==> config.mk <==
export PLATFORM = sky130hd
export DESIGN_NAME = regfile_write_arbiter_flat
export DESIGN_NICKNAME = d
export VERILOG_FILES = /design/src/rtl/regfile_write_arbiter_if.sv /design/src/rtl/regfile_write_arbiter.sv /design/src/flat_wrapper.sv
export SDC_FILE = /design/constraint.sdc
export NUM_CORES = 1
export LEC_CHECK = 0
export CORE_MARGIN = 2
export CORE_UTILIZATION = 40
export DETAILED_ROUTE_END_ITERATION = 7
export MAX_ROUTING_LAYER = met4
export PLACE_DENSITY = 0.79
export REMOVE_ABC_BUFFERS = 1
export SLEW_MARGIN = 15
export SYNTH_ARGS = -nofsm -noshare
export SYNTH_HDL_FRONTEND = slang
export SYNTH_SLANG_ARGS = --single-unit
==> constraint.sdc <==
create_clock -name clk -period 3.6 [get_ports clk]
set_input_delay 0.72 -clock clk [delete_from_list [all_inputs] [get_ports clk]]
set_output_delay 0.72 -clock clk [all_outputs]
set_load 0.02 [all_outputs]
==> src/rtl/regfile_write_arbiter_if.sv <==
// Write-port bus for regfile_write_arbiter: two writeback requesters (A: ALU,
// B: load unit) with valid/ready handshakes, a stall input, the register-file
// write outputs, and status outputs.
interface regfile_write_arbiter_if;
    logic        stall;

    logic        a_valid;
    logic [4:0]  a_addr;
    logic [31:0] a_data;
    logic        a_ready;

    logic        b_valid;
    logic [4:0]  b_addr;
    logic [31:0] b_data;
    logic        b_ready;

    logic [4:0]  write_register;
    logic [31:0] write_data;
    logic        reg_write;

    logic        init_done;
    logic [15:0] write_count;

    // Requester / pipeline side.
    modport master (
        output stall,
        output a_valid, a_addr, a_data,
        input  a_ready,
        output b_valid, b_addr, b_data,
        input  b_ready,
        input  write_register, write_data, reg_write,
        input  init_done, write_count
    );

    // Arbiter side.
    modport slave (
        input  stall,
        input  a_valid, a_addr, a_data,
        output a_ready,
        input  b_valid, b_addr, b_data,
        output b_ready,
        output write_register, write_data, reg_write,
        output init_done, write_count
    );
endinterface

==> src/rtl/regfile_write_arbiter.sv <==
// Sequencer and arbiter for the single write port of a 32x32 register file.
// After reset it sweeps registers 1..31 to zero, then shares the write port
// between two requesters with round-robin priority. Register-file outputs are
// registered; the ready signals are combinational.
module regfile_write_arbiter (
    input  logic                  clk,
    input  logic                  rst,
    regfile_write_arbiter_if.slave bus
);

    typedef enum logic {
        CLEAR = 1'b0,
        RUN   = 1'b1
    } state_t;

    // Round-robin pointer: which port wins when both are valid.
    typedef enum logic {
        PTR_A = 1'b0,
        PTR_B = 1'b1
    } ptr_t;

    state_t      state;
    state_t      state_next;
    ptr_t        ptr;
    logic [4:0]  cnt;
    logic        a_fire;
    logic        b_fire;

    assign a_fire = bus.a_valid && bus.a_ready;
    assign b_fire = bus.b_valid && bus.b_ready;

    // State register.
    always_ff @(posedge clk or posedge rst) begin
        // NOTE: sequential state uses non-blocking assignments so every flop
        // samples pre-edge values, independent of block evaluation order.
        if (rst) begin
            state <= CLEAR;
        end else begin
            state <= state_next;
        end
    end

    // Next-state decode and combinational round-robin grant.
    always_comb begin
        // NOTE: every output of this block gets a default first, so no path
        // leaves a signal unassigned and no latch is inferred.
        state_next  = state;
        bus.a_ready = 1'b0;
        bus.b_ready = 1'b0;
        case (state)
            CLEAR: begin
                if (cnt == 5'd31) begin
                    state_next = RUN;
                end
            end
            RUN: begin
                // A wins when it is the only requester or holds the pointer;
                // otherwise B wins if it is requesting.
                if (bus.a_valid && (!bus.b_valid || ptr == PTR_A)) begin
                    bus.a_ready = !bus.stall;
                end else if (bus.b_valid) begin
                    bus.b_ready = !bus.stall;
                end
            end
            default: begin
                state_next = CLEAR;
            end
        endcase
    end

    // Sweep counter, register-file write outputs, pointer and write counter.
    always_ff @(posedge clk or posedge rst) begin
        if (rst) begin
            cnt                <= 5'd1;
            ptr                <= PTR_A;
            bus.write_register <= 5'd0;
            bus.write_data     <= 32'd0;
            bus.reg_write      <= 1'b0;
            bus.init_done      <= 1'b0;
            bus.write_count    <= 16'd0;
        end else if (state == CLEAR) begin
            // Zero one register per edge; stall has no effect during the sweep.
            bus.write_register <= cnt;
            bus.write_data     <= 32'd0;
            bus.reg_write      <= 1'b1;
            cnt                <= cnt + 5'd1;
            if (cnt == 5'd31) begin
                bus.init_done <= 1'b1;
            end
        end else if (a_fire || b_fire) begin
            // Register 0 is accepted and consumed but never issued or counted.
            bus.write_register <= a_fire ? bus.a_addr : bus.b_addr;
            bus.write_data     <= a_fire ? bus.a_data : bus.b_data;
            bus.reg_write      <= (a_fire ? bus.a_addr : bus.b_addr) != 5'd0;
            ptr                <= a_fire ? PTR_B : PTR_A;
            if (((a_fire ? bus.a_addr : bus.b_addr) != 5'd0) &&
                (bus.write_count != 16'hFFFF)) begin
                bus.write_count <= bus.write_count + 16'd1;
            end
        end else begin
            // Idle or stalled: drop the strobe, hold address and data.
            bus.reg_write <= 1'b0;
        end
    end

endmodule

==> src/flat_wrapper.sv <==
// flat-port wrapper written by rule: the top's interface ports become plain ports
module regfile_write_arbiter_flat 
  (clk, rst, bus_stall, bus_a_valid, bus_a_addr, bus_a_data, bus_a_ready, bus_b_valid, bus_b_addr, bus_b_data, bus_b_ready, bus_write_register, bus_write_data, bus_reg_write, bus_init_done, bus_write_count);
  regfile_write_arbiter_if bus_i ();
  input  logic clk;
  input  logic rst;
  input wire logic [$bits(bus_i.stall)-1:0] bus_stall;
  input wire logic [$bits(bus_i.a_valid)-1:0] bus_a_valid;
  input wire logic [$bits(bus_i.a_addr)-1:0] bus_a_addr;
  input wire logic [$bits(bus_i.a_data)-1:0] bus_a_data;
  output wire logic [$bits(bus_i.a_ready)-1:0] bus_a_ready;
  input wire logic [$bits(bus_i.b_valid)-1:0] bus_b_valid;
  input wire logic [$bits(bus_i.b_addr)-1:0] bus_b_addr;
  input wire logic [$bits(bus_i.b_data)-1:0] bus_b_data;
  output wire logic [$bits(bus_i.b_ready)-1:0] bus_b_ready;
  output wire logic [$bits(bus_i.write_register)-1:0] bus_write_register;
  output wire logic [$bits(bus_i.write_data)-1:0] bus_write_data;
  output wire logic [$bits(bus_i.reg_write)-1:0] bus_reg_write;
  output wire logic [$bits(bus_i.init_done)-1:0] bus_init_done;
  output wire logic [$bits(bus_i.write_count)-1:0] bus_write_count;
  assign bus_i.stall = bus_stall;
  assign bus_i.a_valid = bus_a_valid;
  assign bus_i.a_addr = bus_a_addr;
  assign bus_i.a_data = bus_a_data;
  assign bus_a_ready = bus_i.a_ready;
  assign bus_i.b_valid = bus_b_valid;
  assign bus_i.b_addr = bus_b_addr;
  assign bus_i.b_data = bus_b_data;
  assign bus_b_ready = bus_i.b_ready;
  assign bus_write_register = bus_i.write_register;
  assign bus_write_data = bus_i.write_data;
  assign bus_reg_write = bus_i.reg_write;
  assign bus_init_done = bus_i.init_done;
  assign bus_write_count = bus_i.write_count;
  regfile_write_arbiter u_core (.clk(clk), .rst(rst), .bus(bus_i));
endmodule
# Word level (Yosys, flattened, before mapping)
# Cells that the tools add are included.
op_classes:
  add_sub_neg: 2
  n_reduce_logical: 12
  n_eq_ne: 3
  n_mux: 16
  n_bitwise: 2
op_table:
  columns: ["operator", "n"]
  rows:
  - ["$mux 32", 3]
  - ["$add 16x1->16 const B", 1]
  - ["$ne 16x16->1 const B", 1]
  - ["$mux 5", 3]
  - ["$mux 1", 10]
  - ["$add 5x1->5 const B", 1]
  - ["$eq 5x5->1 const B", 1]
  - ["$reduce_bool 5->1", 1]
  - ["$logic_and 1x1->1", 4]
  - ["$reduce_and 2->1", 2]
  - ["$reduce_and 3->1", 1]
  - ["$logic_not 1->1", 2]
  - ["$logic_or 1x1->1", 2]
  - ["$ne 2x2->1 const B", 1]
  - ["$not 1->1", 2]
word_totals:
  ff_bits: 62
  output_inout_bits: 57
  wordCells: 43
  input_bits: 79

# Logic depth before layout (Yosys ltp)
depth:
  word_depth: 10
  depth_mapped: 7
  depth_no_buf: 6

# Worst setup path after synthesis
# Ideal clock, no wire load.
synth_path:
  path_kind: "input to output"
  start: "in bus_stall"
  end: "out bus_b_ready"
  setup_slack_ns: 1.118
  path_stages: 5
  t_required_ns: 2.880
  arrival_time_ns: 1.762
  cell_sequence: "and3b_4 > nand2_2 > and3_1 > clkbuf_1 > clkbuf_1"
synth_between:
  elab_chain_cells: 4
synth_rtl:
  columns: ["element", "line", "rtl"]
  rows:
  - ["from (decl)", "flat_wrapper.sv:7", "input wire logic [$bits(bus_i.stall)-1:0] bus_stall;"]
  - ["$logic_not 1->1", "regfile_write_arbiter.sv:62", "bus.b_ready = !bus.stall;"]
  - ["$mux 1", "regfile_write_arbiter.sv:61", "end else if (bus.b_valid) begin"]
  - ["$mux 1", "regfile_write_arbiter.sv:59", "if (bus.a_valid && (!bus.b_valid || ptr == PTR_A)) begin"]
  - ["$mux 1", "regfile_write_arbiter.sv:50", "case (state)"]
  - ["to (decl)", "flat_wrapper.sv:15", "output wire logic [$bits(bus_i.b_ready)-1:0] bus_b_ready;"]
# No other way between the ends.

# Worst setup path after layout
# Ends and elaborated chain as after synthesis.

==> reports/results.ini <==
[status]
outcome=finished, final reports clean

[min_path]
min_path_type=reg -> reg
whs_path_depth=1
worstHoldStart=u_core.bus.init_done
min_to=u_core.bus.init_done

[clock_tree]
cts_tree=built
numCtsBuffers=9
cts_max_level=3
cts.reportedPaths.clkPinSlew_ns=0.07
cts-hold-fix-buffers=0
cts.sinks=62
cts_buffer_depth=2
clk-insertion-delay-late_ns=0.34
postCtsSetupBuffers=0
cts_resized=0
cts_root_buf=clkbuf_8

[synth]
yosys_register_bits=62
syn_inst=277
synth-warning-count=0
ys_types=38
syn_area_mm2=0.00284
seq_area_frac_synth_pct=54.7
synth_area_per_cell_um2=10.2

[floorplan]
dieWidth_um=88.2
core-area_mm2=0.00683
floorplan.initialDensity_pct=41.5
num_rows=30
num_io_pins=136
dieHeight_um=88.2
die-area_mm2=0.00778

[final_layout]
diodes=0
fin_nets=498
nFillCells=561
drive_gt1_share_pct=8.31
area_delta_synth_final_pct=58.5

[detailed_routing]
drt-vias-per-instance=5.10
drc=0
drtPass1Iterations=4
post_drt_wl_per_cell_um=16.1
num_vias=2638
drt_iter0_drc=161
finalWirelength_um=8300
ant_nets=0

[power_and_ir_drop]
seqPwrFrac_pct=41.1
powerDensity_mw_per_mm2=466
finalPower_mw=2.09
swShare_pct=30.5
combPwrFrac_pct=29.0
p_int_mw=1.45
clockPowerShare_pct=29.9
p_leak_nw=1.95
peakVddDrop_uv=324
switching_power_mw=0.639

[timing]
post-route-period-util_pct=89.2
rsz0062_at_grt=no
relSlewSlack_pct=49.0
clock.fmax_ghz=0.312
finalMaxSlewViolations=0
skew_ns=0.00677
timing.final.hold_violations=0
fin_tns_setup_ns=0
setup_viol_count_final=0
tightest_slew_ns=0.764
finalCriticalPeriod_ns=3.21

[worst_setup_path]
critPathRequiredTime_ns=2.88
cp-start-kind=primary input
end_kind=output port
rr_endpoint=u_core.bus.write_count[11]
crit_chain=clkdlybuf4s50_1, and3b_4, nand2_2, and3_1, clkdlybuf4s50_1
critPathTopFamily=buffers and inverters
ff2ff_setup_slack_ns=1.47
worstReg2RegStart=u_core.state
criticalPathCategory=in -> out
path_buf_inv=2
path_common_cell=clkdlybuf4s50_1
cp-startpoint=bus_stall
path_max_fanout=4
cp_data_arrival_time_ns=2.49
reg2reg_depth=7
cp_slowest_cell=clkdlybuf4s50_1
cpPeakStageDelay_ns=0.66

[global_routing]
antenna_found_initial=0
grt_pass1_vias=2614
gr-total-overflow=0
grt_pass1_wl_um=12600
met2_usage_pct=33.8
track_usage_pct=21.9
grt.met1_usage_pct=27.3
gr-usage-met3_pct=5.69
grt_max_degree=38
grt_busiest_layer=met2

[placed_design]
hpwl_um=5990
port_buffers=135
gp_congestion=0.880

[flow_run]
maxCapViolCount=0

-- synth_stat cells, drive strengths merged --
| master | count | area share, % |
|---|---|---|
| o32a | 1 | 0.35 |
| clkbuf | 9 | 1.2 |
| nand2b | 2 | 0.44 |
| nand2 | 74 | 10 |
| mux2 | 4 | 1.6 |
| o221ai | 2 | 0.62 |
| nor2 | 9 | 1.2 |
| a21o | 1 | 0.26 |
| a221oi | 1 | 0.31 |
| o211ai | 2 | 0.53 |
| and3 | 6 | 1.3 |
| and2 | 1 | 0.22 |
| nor3 | 1 | 0.18 |
| nor4 | 2 | 0.44 |
| a211oi | 2 | 1.4 |
| a22oi | 32 | 8.5 |
| dfrtp | 61 | 54 |
| ha | 3 | 1.3 |
| or4 | 2 | 0.66 |
| a21oi | 2 | 0.35 |
| and2b | 1 | 0.26 |
| nand4 | 11 | 2.4 |
| or2 | 1 | 0.22 |
| buf | 4 | 0.93 |
| o21a | 1 | 0.26 |
| mux2i | 3 | 1.1 |
| dfstp | 1 | 0.93 |
| o21ai | 1 | 0.31 |
| and3b | 1 | 0.44 |
| inv | 6 | 0.79 |
| nand3 | 13 | 2.5 |
| xnor2 | 17 | 5.2 |
-- layout make-up --
type	count	area [um2]	area share (%)
Tap cell	96	120	2.67
Timing Repair Buffer	141	1400	31.1
Clock buffer	13	159	3.53
Clock inverter	3	42.5	0.946
Multi-Input combinational cell	196	1200	26.8
Inverter	6	22.5	0.501
Sequential cell	62	1550	34.5
-- cell families after synthesis --
family | synth area share [%]
muxes | 2.65
buffers and inverters | 2.91
AOI/OAI and AO/OA | 12.9
and+or+nand+nor | 20.2
adders and majority gates | 1.32
DFF | 54.7
xor gates and xnor gates | 5.25
-- stage by stage --
stage	worst slack, ns	hold slack, ns	utilization (%)	cells	area [um2]
after floorplan	1.07	0.459	-	264	2780
after global routing	0.323	0.484	65.8	517	4500
after CTS	0.389	0.464	65.8	517	4500
final	0.390	0.462	65.8	517	4500
after global placement	0.413	0.443	62.9	501	4300
after detailed placement	0.395	0.447	62.9	501	4300
-- power by group through the flow --
stage	registers, mW	logic, mW	clock network, mW
after global placement	0.867	0.600	0
after CTS	0.859	0.613	0.641
after global routing	0.870	0.650	0.673
final	0.860	0.607	0.627
after floorplan	0.973	0.170	0
after detailed placement	0.869	0.609	0
-- metal layers --
| layer | share of wire (%) | routed length (um) |
|---|---|---|
| met1 | 42 | 3510 |
| met2 | 50 | 4180 |
| met3 | 4.6 | 379 |
| met4 | 2.8 | 230 |
| met5 | 0 | 0 |
-- cell usage in the layout (no fill, tap or decap), types with 3 or more instances in the layout --
cell type	count
inv_1	4
buf_4	6
clkbuf_8	11
mux2i_1	3
nor2_1	8
ha_1	3
nand2_1	72
a22oi_1	32
dfrtp_1	61
nand4_1	11
nand3_1	12
xnor2_1	17
and3_1	6
clkdlybuf4s50_1	135
-- how the worst max path moves through the flow --
stage	end	slack (ns)	cells after the start
floorplan	bus_b_ready	1.07	3
global placement	bus_b_ready	0.41	5
detailed placement	bus_b_ready	0.39	5
CTS	bus_b_ready	0.39	5
global route	bus_b_ready	0.32	5
finish	bus_b_ready	0.39	5
-- registers in the layout (all words and copies together) (netlist names) --
| signal | count |
|---|---|
| u_core.bus.write_count | 16 |
| u_core.bus.init_done | 1 |
| u_core.ptr | 1 |
| u_core.cnt | 5 |
| u_core.state | 1 |
| u_core.bus.write_data | 32 |
| u_core.bus.reg_write | 1 |
| u_core.bus.write_register | 5 |
-- worst reg2reg max path: cells and delay by family (launching register included) --
kind                      cells  cell delay (ns)
AOI/OAI and AO/OA             1             0.39
DFF                           1             0.57
and+or+nand+nor               3             0.57
xor gates and xnor gates      1             0.16
buffers and inverters         2             0.33
Power figures use the tool's default switching activity.
